## config.mk

```make
export PLATFORM = sky130hd
export DESIGN_NAME = bin_to_gray_reg
export DESIGN_NICKNAME = d
export VERILOG_FILES = /design/src/rtl/gray_pkg.sv /design/src/rtl/bin_to_gray_reg.sv
export SDC_FILE = /design/constraint.sdc
export NUM_CORES = 1
export LEC_CHECK = 0
export CORE_AREA = 2 2 39 41
export CTS_BUF_LIST = sky130_fd_sc_hd__clkbuf_8
export DETAILED_ROUTE_END_ITERATION = 16
export DIE_AREA = 0 0 41 43
export GPL_TIMING_DRIVEN = 0
export MAX_ROUTING_LAYER = met4
export PLACE_DENSITY = 0.52
export SETUP_SLACK_MARGIN = 0.1
export SKIP_CTS_REPAIR_TIMING = 1
export SLEW_MARGIN = 20
export SYNTH_ARGS = -nofsm -noshare
export SYNTH_HDL_FRONTEND = slang
export SYNTH_SLANG_ARGS = --single-unit
```

## constraint.sdc

```tcl
create_clock -name clk -period 3.8 [get_ports clk]
set_clock_uncertainty 0.1 [all_clocks]
set_input_delay 0.76 -clock clk [delete_from_list [all_inputs] [get_ports clk]]
set_output_delay 0.76 -clock clk [all_outputs]
set_load 0.05 [all_outputs]
```

## src/rtl/gray_pkg.sv

```systemverilog
`default_nettype none
// +----------------------------------------------------------------------+
// | Package : gray_pkg                                                   |
// | Brief   : Shared Gray-code helpers (encode, decode, multi-bit test). |
// |           All helpers work on a 32-bit container. Values narrower    |
// |           than 32 bits must be zero-extended before the call.        |
// | Rev     : 1.0  initial release                                       |
// +----------------------------------------------------------------------+
package gray_pkg;

  localparam int c_MAX_WIDTH = 32;

  // Binary to Gray. With the upper bits zero-extended, the logical shift
  // passes the MSB of the real width through unchanged.
  function automatic logic [c_MAX_WIDTH-1:0] bin2gray(
    input logic [c_MAX_WIDTH-1:0] value
  );
    return value ^ (value >> 1);
  endfunction

  // Gray to binary. This is a prefix XOR taken from the MSB downward.
  function automatic logic [c_MAX_WIDTH-1:0] gray2bin(
    input logic [c_MAX_WIDTH-1:0] gray
  );
    logic [c_MAX_WIDTH-1:0] bin;
    bin = '0;
    bin[c_MAX_WIDTH-1] = gray[c_MAX_WIDTH-1];
    for (int i = c_MAX_WIDTH - 2; i >= 0; i--) begin
      bin[i] = bin[i+1] ^ gray[i];
    end
    return bin;
  endfunction

  // True when more than one bit is set. Clearing the lowest set bit
  // leaves a non-zero value only if another bit was set.
  function automatic logic popcount_gt1(
    input logic [c_MAX_WIDTH-1:0] value
  );
    return (value & (value - 32'd1)) != 32'd0;
  endfunction

endpackage : gray_pkg
`default_nettype wire

```

## src/rtl/bin_to_gray_reg.sv

```systemverilog
`default_nettype none
// +----------------------------------------------------------------------+
// | Module  : bin_to_gray_reg                                            |
// | Brief   : Registered binary-to-Gray encoder for counter/pointer      |
// |           values. Produces a one-cycle-latency Gray output plus a    |
// |           flag that marks any update changing more than one Gray     |
// |           bit. Such an update is unsafe to pass across a clock       |
// |           domain.                                                    |
// | Rev     : 1.0  initial release                                       |
// +----------------------------------------------------------------------+
module bin_to_gray_reg
  import gray_pkg::*;
#(
  parameter int CNTR_WIDTH = 4  // legal range 1..32
) (
  input  logic                  clk,
  input  logic                  reset,
  input  logic [CNTR_WIDTH-1:0] binary_i,
  output logic [CNTR_WIDTH-1:0] gray_code_o,
  output logic                  jump_err_o
);

  logic [CNTR_WIDTH-1:0] gray_code_q;
  logic [CNTR_WIDTH-1:0] gray_code_d;
  logic                  jump_err_q;
  logic                  jump_err_d;

  // Next-state logic: encode the input, then flag a multi-bit change
  // against the value currently on the output.
  always_comb begin
    gray_code_d = CNTR_WIDTH'(bin2gray(32'(binary_i)));
    jump_err_d  = popcount_gt1(32'(gray_code_d ^ gray_code_q));
  end

  // State registers. Reset forces a known zero code and a clear flag.
  always_ff @(posedge clk) begin
    if (reset) begin
      gray_code_q <= '0;
      jump_err_q  <= 1'b0;
    end else begin
      gray_code_q <= gray_code_d;
      jump_err_q  <= jump_err_d;
    end
  end

  // Outputs come straight from flops, so no input-to-output path exists.
  assign gray_code_o = gray_code_q;
  assign jump_err_o  = jump_err_q;

endmodule : bin_to_gray_reg
`default_nettype wire

```

==> impl_metrics.yaml <==
status:
  status: "finished clean"
sta:
  hold_viol: 0
  timing.fmax_mhz: 443
  period_needed_ns: 2.26
  worstMarginPinSlew_ns: 0.494
  setup_tns_ns: 0
  slew_violations: 0
  rsz0062_at_grt: "false"
  finalSetupViolations: 0
  slew_headroom_pct: 67.0
  min_period_over_period_pct: 59.4
setup_path:
  cp-end-kind: "output port"
  rrSetupSlack_ns: 2.51
  max_stage_delay_ns: 0.82
  cp.depth: 1
  crit_type: "register to output port"
  crit_required_ns: 2.94
  critical_path.max_fanout: 2
  cp_top_family: "buffers and inverters"
  arrival_ns: 1.40
  critPathLaunchType: "register"
  cpMaxStageDelayCell: "clkdlybuf4s50_1"
  rr_worst_depth: 4
  cp_cell_sequence: "clkdlybuf4s50_1"
  path_buf_inv: 1
clock_network:
  clock_latency_ns: 0.22
  root_buffer: "clkbuf_8"
  cts_buffers: 3
  cts_tree: "yes"
  path_clk_slew_ns: 0.04
  clock_path_buffers: 2
  clock_sinks: 5
  cts_max_level: 1
floorplanning:
  die_area_mm2: 0.00176
  rows: 14
  die_width_um: 41
  core_area_mm2: 0.00138
  io_pins: 11
  start_util_pct: 17.0
  die_height_um: 43
route:
  drt_iter0_drc: 4
  antenna_left: 0
  wl_um: 487
  drc: 0
  dr_wl_met2_um: 244
  dr_total_vias: 206
  wl_met3_um: 36
  wl_per_cell_um: 9.02
  met1_length_um: 207
  vias_per_cell: 3.81
  routed.top_layer: "met3"
  drtPass1Iterations: 2
layout:
  fin_nets: 45
  drive_above_1_share_pct: 10.5
  area_growth_pct: 70.2
  n_antenna_cell: 0
  fill_cells: 148
synthesis:
  synth_nets: 30
  async_flop_share_pct: 0
  postSynthCellCount: 24
  synthFlopType: "dfxtp_1"
  synth_area_leader_cell: "dfxtp_1"
  yosysMostFrequentCell: "dfxtp_1"
  synthTopCellsByCount: "5 x dfxtp_1, 4 x nor2_1, 4 x xnor2_1"
  yosys_warnings: 0
  synth_top_cell_area_share_pct: 42.6
  yosysUniqueCellTypes: 12
  synth_seq_cells: 5
  synthTopCellsByArea: "dfxtp_1 43%, xnor2_1 15%, xor2_1 7.4%"
  synth_area_per_cell_um2: 9.80
  syn_area_um2: 235
  synth_edf_count: 0
  seq_area_frac_synth_pct: 42.6
global_routing:
  overflow: 0
  grt_pass1_wl_um: 841
  antenna_found_initial: 0
  grt_max_degree: 7
  grt_pass1_vias: 208
  track_usage_pct: 7.52
power:
  power_uw: 209
  p_per_area_mw_per_mm2: 523
  power_leakage_nw: 0.157
  vdd_drop_max_mv: 0.182
place:
  port_buffers: 10
  place_congestion: 0.641
worst_hold_path:
  min_path_cells: 2
  hold_path.class: "register to register"
job:
  max_cap_viol_count: 0
layout make-up:
type                    instances  area (um2)  area share [%]
clock inverters                 1        3.75           0.938
repair buffers                 10         100            25.0
flip-flops and latches          5         100            25.0
multi-input cells              19         135            33.8
clock buffers                   3        41.3            10.3
well taps                      16        20.0            5.00
sequential cells by signal (all words and copies together) (netlist names):
signal and count:
gray_code_o 4, jump_err_o 1
logic make-up (layout without fill, tap and decap cells):
logic type	Yosys count	in the layout	synth area share (%)
flops	5	5	42.6
xor+xnor	7	7	29.3
buf+inv	0	14	0
compound gates	3	3	9.04
simple gates	9	9	19.2
where the power goes:
part | switching, mW | leakage (nW) | total (mW) | internal, mW
Sequential | 0.00263 | 0.0417 | 0.0603 | 0.0576
Combinational | 0.0303 | 0.0880 | 0.0529 | 0.0226
Clock | 0.0269 | 0.0269 | 0.0962 | 0.0693
Total | 0.0598 | 0.157 | 0.209 | 0.150
cells in the final DEF, fill, tap and decap left out:
master / count
a21oi_1: 1
a22oi_1: 1
a311oi_1: 1
and2b_1: 1
clkbuf_8: 3
clkdlybuf4s50_1: 10
dfxtp_1: 5
inv_1: 1
nand3_1: 2
nor2_1: 4
nor2b_1: 1
or3_1: 1
xnor2_1: 4
xnor2_2: 1
xor2_1: 2
tightest hold or removal path: stages (launching register included):
cell	delay, ns
dfxtp_1	0.31
xnor2_1	0.13
a311oi_1	0.08
worst paths after layout:
| path | start | endpoint |
|---|---|---|
| worst max register to register | gray_code_o[1]$_SDFF_PP0_ | jump_err_o$_SDFF_PP0_ |
| worst max-delay path | gray_code_o[2]$_SDFF_PP0_ | gray_code_o[2] |
| worst min-delay path | gray_code_o[3]$_SDFF_PP0_ | jump_err_o$_SDFF_PP0_ |
| worst min register to register | gray_code_o[3]$_SDFF_PP0_ | jump_err_o$_SDFF_PP0_ |
through the flow:
stage	hold WS (ns)	instance area [um2]	instances	worst slack, ns	utilization [%]
2_1_floorplan	0.685	235	24	2.06	-
3_3_place_gp	0.492	355	50	1.52	25.7
3_5_place_dp	0.473	355	50	1.51	25.7
4_1_cts	0.481	400	54	1.53	28.9
5_1_grt	0.514	400	54	1.50	28.9
6_report	0.477	400	54	1.54	28.9
metal layers:
metal	vias to the layer above	track usage (%)
met3	0	4.71
li1	108	-
met4	0	4.00
met1	90	8.39
met2	8	10.0
met5	-	-
Note: power is estimated with default switching activity, not from simulation.
